==> config.mk <==
export PLATFORM = sky130hd
export DESIGN_NAME = multiply_quantize_pipe_flat
export DESIGN_NICKNAME = d
export VERILOG_FILES = /design/src/rtl/multiply_quantize_pipe_if.sv /design/src/rtl/multiply_quantize_pipe.sv /design/src/flat_wrapper.sv
export SDC_FILE = /design/constraint.sdc
export NUM_CORES = 2
export LEC_CHECK = 0
export BUFFER_PORTS_ARGS = -buffer_cell sky130_fd_sc_hd__buf_2
export CORE_MARGIN = 2
export CORE_UTILIZATION = 45
export CTS_BUF_LIST = sky130_fd_sc_hd__clkbuf_8 sky130_fd_sc_hd__clkbuf_16
export CTS_CLUSTER_SIZE = 20
export DETAILED_ROUTE_END_ITERATION = 12
export GPL_ROUTABILITY_DRIVEN = 0
export PLACE_DENSITY_LB_ADDON = 0.15
export SLEW_MARGIN = 20
export SYNTH_ARGS = -nofsm -noshare
export SYNTH_HDL_FRONTEND = slang
export SYNTH_SLANG_ARGS = --single-unit
==> constraint.sdc <==
create_clock -name clk -period 7.9 [get_ports clk]
set_input_delay 1.185 -clock clk [delete_from_list [all_inputs] [get_ports clk]]
set_output_delay 1.185 -clock clk [all_outputs]
set_load 0.01 [all_outputs]
==> src/rtl/multiply_quantize_pipe_if.sv <==
// Handshake bundle for multiply_quantize_pipe: input beat, output beat and saturation counter.
// "master" is the upstream/downstream side and "slave" is the pipe itself.
interface multiply_quantize_pipe_if #(
   parameter int NBITS     = 16,
   parameter int NPARALLEL = 4
);
   logic                    in_valid;
   logic                    in_ready;
   logic signed [NBITS-1:0] ina [NPARALLEL];
   logic signed [NBITS-1:0] inb;
   logic                    out_valid;
   logic                    out_ready;
   logic signed [NBITS-1:0] vout [NPARALLEL];
   logic [NPARALLEL-1:0]    vsat;
   logic [15:0]             sat_count;
   logic                    sat_clr;

   modport master (
      output in_valid, ina, inb, out_ready, sat_clr,
      input  in_ready, out_valid, vout, vsat, sat_count
   );
   modport slave (
      input  in_valid, ina, inb, out_ready, sat_clr,
      output in_ready, out_valid, vout, vsat, sat_count
   );
endinterface

==> src/rtl/multiply_quantize_pipe.sv <==
// Two-stage lane multiplier: S1 holds exact products, S2 holds quantized results.
// Each stage advances when its downstream slot is empty or being drained.
module multiply_quantize_lane #(
   parameter int NBITS     = 16,
   parameter int FRAC_BITS = 16,
   parameter int ROUND     = 0,
   parameter int SATURATE  = 0
) (
   input  logic                    clk,
   input  logic                    rst_n,
   input  logic                    s1_en,
   input  logic                    s2_en,
   input  logic signed [NBITS-1:0] a,
   input  logic signed [NBITS-1:0] b,
   output logic signed [NBITS-1:0] q_out,
   output logic                    ovf_out
);
   localparam int PW  = 2 * NBITS;
   localparam int RW  = PW + 1;
   localparam int RSH = (FRAC_BITS > 0) ? FRAC_BITS - 1 : 0;
   localparam logic [RW-1:0] RND = (ROUND != 0 && FRAC_BITS > 0) ?
                                   ({{(RW-1){1'b0}}, 1'b1} << RSH) : '0;
   localparam logic [NBITS-1:0] MAXV = {1'b0, {(NBITS-1){1'b1}}};
   localparam logic [NBITS-1:0] MINV = {1'b1, {(NBITS-1){1'b0}}};

   logic signed [PW-1:0]  prod;
   logic signed [RW-1:0]  r;
   logic signed [RW-1:0]  q;
   logic [NBITS+1:0]      hi;
   logic                  ovf;
   logic [NBITS-1:0]      qv;

   always_ff @(posedge clk) begin
      if (s1_en) prod <= PW'(a) * PW'(b);
   end

   // One guard bit above the product keeps the rounding add from overflowing.
   always_comb begin
      r   = {prod[PW-1], prod} + RND;
      q   = r >>> FRAC_BITS;
      hi  = q[RW-1:NBITS-1];
      ovf = !((&hi) || !(|hi));
      qv  = q[NBITS-1:0];
      if (SATURATE != 0 && ovf) qv = q[RW-1] ? MINV : MAXV;
   end

   always_ff @(posedge clk) begin
      if (!rst_n) begin
         q_out   <= '0;
         ovf_out <= 1'b0;
      end else if (s2_en) begin
         q_out   <= qv;
         ovf_out <= ovf;
      end
   end
endmodule

module multiply_quantize_pipe #(
   parameter int NBITS     = 16,
   parameter int NPARALLEL = 4,
   parameter int FRAC_BITS = 16,
   parameter int ROUND     = 0,
   parameter int SATURATE  = 0
) (
   input logic                    clk,
   input logic                    rst_n,
   multiply_quantize_pipe_if.slave bus
);
   logic s1_valid;
   logic s1_en;
   logic s2_en;

   always_comb begin
      s2_en = !bus.out_valid || bus.out_ready;
      s1_en = !s1_valid || s2_en;
   end

   assign bus.in_ready = s1_en;

   always_ff @(posedge clk) begin
      if (!rst_n) begin
         s1_valid      <= 1'b0;
         bus.out_valid <= 1'b0;
      end else begin
         if (s1_en) s1_valid      <= bus.in_valid;
         if (s2_en) bus.out_valid <= s1_valid;
      end
   end

   // Clear wins over a same-cycle increment; the counter sticks at all-ones.
   always_ff @(posedge clk) begin
      if (!rst_n || bus.sat_clr)
         bus.sat_count <= '0;
      else if (bus.out_valid && bus.out_ready && (|bus.vsat) && bus.sat_count != 16'hFFFF)
         bus.sat_count <= bus.sat_count + 16'd1;
   end

   for (genvar i = 0; i < NPARALLEL; i++) begin : g_lane
      multiply_quantize_lane #(
         .NBITS(NBITS), .FRAC_BITS(FRAC_BITS), .ROUND(ROUND), .SATURATE(SATURATE)
      ) u_lane (
         .clk     (clk),
         .rst_n   (rst_n),
         .s1_en   (s1_en),
         .s2_en   (s2_en),
         .a       (bus.ina[i]),
         .b       (bus.inb),
         .q_out   (bus.vout[i]),
         .ovf_out (bus.vsat[i])
      );
   end
endmodule

==> src/flat_wrapper.sv <==
// flat-port wrapper written by rule: the top's interface ports become plain ports
module multiply_quantize_pipe_flat 
#(
   parameter int NBITS     = 16,
   parameter int NPARALLEL = 4,
   parameter int FRAC_BITS = 16,
   parameter int ROUND     = 0,
   parameter int SATURATE  = 0
)
  (clk, rst_n, bus_in_valid, bus_ina, bus_inb, bus_out_ready, bus_sat_clr, bus_in_ready, bus_out_valid, bus_vout, bus_vsat, bus_sat_count);
  multiply_quantize_pipe_if #(.NBITS(NBITS), .NPARALLEL(NPARALLEL)) bus_i ();
  input logic clk;
  input logic rst_n;
  input wire logic [$bits(bus_i.in_valid)-1:0] bus_in_valid;
  input wire logic [$bits(bus_i.ina)-1:0] bus_ina;
  input wire logic [$bits(bus_i.inb)-1:0] bus_inb;
  input wire logic [$bits(bus_i.out_ready)-1:0] bus_out_ready;
  input wire logic [$bits(bus_i.sat_clr)-1:0] bus_sat_clr;
  output wire logic [$bits(bus_i.in_ready)-1:0] bus_in_ready;
  output wire logic [$bits(bus_i.out_valid)-1:0] bus_out_valid;
  output wire logic [$bits(bus_i.vout)-1:0] bus_vout;
  output wire logic [$bits(bus_i.vsat)-1:0] bus_vsat;
  output wire logic [$bits(bus_i.sat_count)-1:0] bus_sat_count;
  assign bus_i.in_valid = bus_in_valid;
  assign bus_i.ina = {>>{bus_ina}};
  assign bus_i.inb = bus_inb;
  assign bus_i.out_ready = bus_out_ready;
  assign bus_i.sat_clr = bus_sat_clr;
  assign bus_in_ready = bus_i.in_ready;
  assign bus_out_valid = bus_i.out_valid;
  assign bus_vout = {>>{bus_i.vout}};
  assign bus_vsat = bus_i.vsat;
  assign bus_sat_count = bus_i.sat_count;
  multiply_quantize_pipe #(.NBITS(NBITS), .NPARALLEL(NPARALLEL), .FRAC_BITS(FRAC_BITS), .ROUND(ROUND), .SATURATE(SATURATE)) u_core (.clk(clk), .rst_n(rst_n), .bus(bus_i));
endmodule
==> flow_summary.yaml <==
critical_path:
  reg2reg_depth: 3
  r2r-end: "u_core.g_lane[0].u_lane.prod[25]"
  critical_path_class: "in2reg"
  r2r_slack_ns: 6.11
  r2r-start: "u_core.bus.out_valid"
  required_ns: 8.13
  startpoint: "bus_inb[5]"
  arrival_ns: 7.40
  cp-end-kind: "register"
  startpoint_type: "primary input"
  crit_fanout: 26
timing:
  setup_violations: 0
  finalMaxSlewViolations: 0
  min_period_over_period_pct: 90.7
  rsz0062_at_grt: "no"
  whs_ns: 0.457
  clock.fmax_mhz: 140
  fin_worst_skew_ns: 0.0170
  finalHoldViolations: 0
  relSlewSlack_pct: 32.3
  min_period_ns: 7.16
  worstMarginPinSlew_ns: 1.02
  setup_tns_ns: 0
logic_synthesis:
  syn_avg_cell_area_sq_um: 9.45
  synth_top_family_by_area: "adder cells"
  synth-warning-count: 0
  synth-edff-count: 64
  synth_compound_area_share_pct: 3.94
  synth_area_sq_um: 41900
  yosysUniqueCellTypes: 53
  synthMuxAreaShare_pct: 0
  synth-seq-cells: 130
  async_flop_share_pct: 0
  syn-instance-count: 4436
  synthAdderAreaFrac_pct: 59.3
  yosysSeqAreaShare_pct: 7.74
  synthXorXnorAreaFrac_pct: 2.11
  synth_ff_type: "dfxtp_1"
  synth-simple-area-share_pct: 14.5
grt:
  track_usage_pct: 22.3
  grt_max_degree: 67
  grt_pass1_vias: 30700
  grt_pass1_wl_um: 165000
  overflow: 0
  antenna_found_initial: 6
routing:
  wl_um: 97000
  first_iter_violations: 1115
  drtPass1Iterations: 7
  postRouteAntennaNets: 0
  drcViolationCount: 0
  vias: 27700
  drt-wirelength-per-cell_um: 16.9
  vias_per_cell: 4.81
floorplanning:
  die_w_um: 309
  die_h_um: 309
  ioPinCount: 171
  coreArea_sq_um: 91900
  die_area_sq_um: 95600
  start_util_pct: 45.6
  placementRows: 111
final_layout:
  antenna_cells: 0
  fin_nets: 5947
  drive_above_1_share_pct: 6.49
  final_cells: 5758
  fill_cells: 8936
  area_delta_synth_final_pct: 7.33
hold_path:
  min_path_type: "reg2reg"
  hp-start: "u_core.g_lane[0].u_lane.q_out[8]"
  min_to: "u_core.g_lane[0].u_lane.q_out[8]"
  min_path_cells: 2
clock_tree:
  post_cts_buffers: 0
  cts.sinks: 130
  cts_tree: "done"
  clock_path_buffers: 2
  hold_buffers: 0
  cts_resized: 0
  clkTransAtPathRegs_ns: 0.07
  clk_latency_ns: 0.49
  root_buffer: "clkbuf_16"
  numCtsBuffers: 17
  htreeDepth: 4
run_status:
  status: "completed"
place:
  portBuffers: 149
  placed_cells: 5726
  dp_hpwl_um: 81100
flow_run:
  cap_viol_max_count: 0
==> placed cells by master, fill, tap and decap left out, types with 13 or more instances in the layout <==
master     count
buf_12        20
dfxtp_1       66
o21ai_0       25
ha_1         316
buf_2        149
a21o_1        42
fa_1        1044
a21oi_1       57
xnor2_1       71
nand2_1      612
buf_4         74
xor2_1        30
nand4_1       13
and2_1       488
nand2b_1      20
conb_1        20
nor2_1        64
a21boi_0      64
clkbuf_16     18
inv_1       1141
edfxtp_1      64
==> area by class of cell <==
| class | instances | area [sq um] | share of cell area [%] |
|---|---|---|---|
| Inverter | 1142 | 4290 | 9.53 |
| Tap cell | 1243 | 1560 | 3.46 |
| Multi-Input combinational cell | 2968 | 33600 | 74.7 |
| Timing Repair Buffer | 243 | 1700 | 3.78 |
| Clock inverter | 14 | 158 | 0.351 |
| Clock buffer | 18 | 450 | 1.00 |
| Sequential cell | 130 | 3240 | 7.21 |
==> cell families (layout without fill, tap and decap cells) <==
kind of cell / Yosys count / in the layout
adder cells (fa/ha/maj): 1360 / 1360
other: 1 / 20
AND/OR/NAND/NOR: 1247 / 1247
flip-flops: 130 / 130
XOR/XNOR: 101 / 101
buffers and inverters: 1357 / 1417
AO/OA/AOI/OAI: 240 / 240
==> how the worst max path moves through the flow <==
stage | cells past startpoint | to | slack (ns)
detailed placement | 25 | u_core.g_lane[0].u_lane.prod[31] | 0.21
floorplan | 22 | u_core.g_lane[0].u_lane.prod[31] | 0.75
finish | 22 | u_core.g_lane[0].u_lane.prod[31] | 0.74
CTS | 25 | u_core.g_lane[0].u_lane.prod[31] | 0.78
global route | 25 | u_core.g_lane[0].u_lane.prod[31] | 0.45
global placement | 24 | u_core.g_lane[0].u_lane.prod[31] | 0.30
==> layer usage <==
layer	routed length (um)	track usage [%]	vias up	part of all wire, %
met5	24	0	-	0.025
met4	1630	4.34	4	1.7
met3	4030	2.89	82	4.2
met2	47600	37.9	422	49
met1	43800	30.7	14300	45
li1	-	-	12800	-
==> flip-flops by register name, indices dropped and copies added (netlist names) <==
| name | count |
|---|---|
| u_core.g_lane.u_lane.prod | 64 |
| u_core.g_lane.u_lane.q_out | 64 |
| u_core.bus.out_valid | 1 |
| u_core.s1_valid | 1 |
==> synthesized netlist by cell type (all sizes together) (8+ instances only) <==
cell type / count / share of area [%]
inv: 1142 / 10
fa: 1044 / 50
nand2: 613 / 5.5
and2: 488 / 7.3
ha: 316 / 9.4
clkbuf: 192 / 1.7
xnor2: 71 / 1.5
dfxtp: 66 / 3.2
a21boi: 64 / 1.1
edfxtp: 64 / 4.6
nor2: 64 / 0.57
a21oi: 58 / 0.70
a21o: 42 / 0.75
xor2: 30 / 0.63
o21ai: 26 / 0.31
buf: 23 / 0.39
nand2b: 21 / 0.31
nand4: 13 / 0.19
nand3: 11 / 0.13
o21a: 11 / 0.20
and3: 9 / 0.13
a211oi: 8 / 0.16
==> stage by stage <==
stage          util [%]  instance area (sq um)  setup slack (ns)
2_1_floorplan         -                  42000             0.754
3_3_place_gp       48.3                  44400             0.296
3_5_place_dp       48.3                  44400             0.211
4_1_cts            48.9                  45000             0.777
5_1_grt            48.9                  45000             0.451
6_report           48.9                  45000             0.736
==> worst max-delay path: stages <==
cell and delay, ns:
buf_2 0.32, buf_12 0.23, nand2_1 0.13, fa_1 0.52, inv_1 0.07, fa_1 0.54
inv_1 0.29, fa_1 0.50, fa_1 0.57, fa_1 0.43, fa_1 0.49, inv_1 0.04
ha_1 0.32, nand2_1 0.06, a21oi_1 0.22, and4_1 0.31, nand3_1 0.09, a21oi_1 0.33
o31a_1 0.27, a21o_1 0.18, a21oi_1 0.13, xnor2_1 0.14
Power is left out: the tool's default activity adds up to more than one toggle a clock period on the data nets, which glitch-free logic cannot reach.
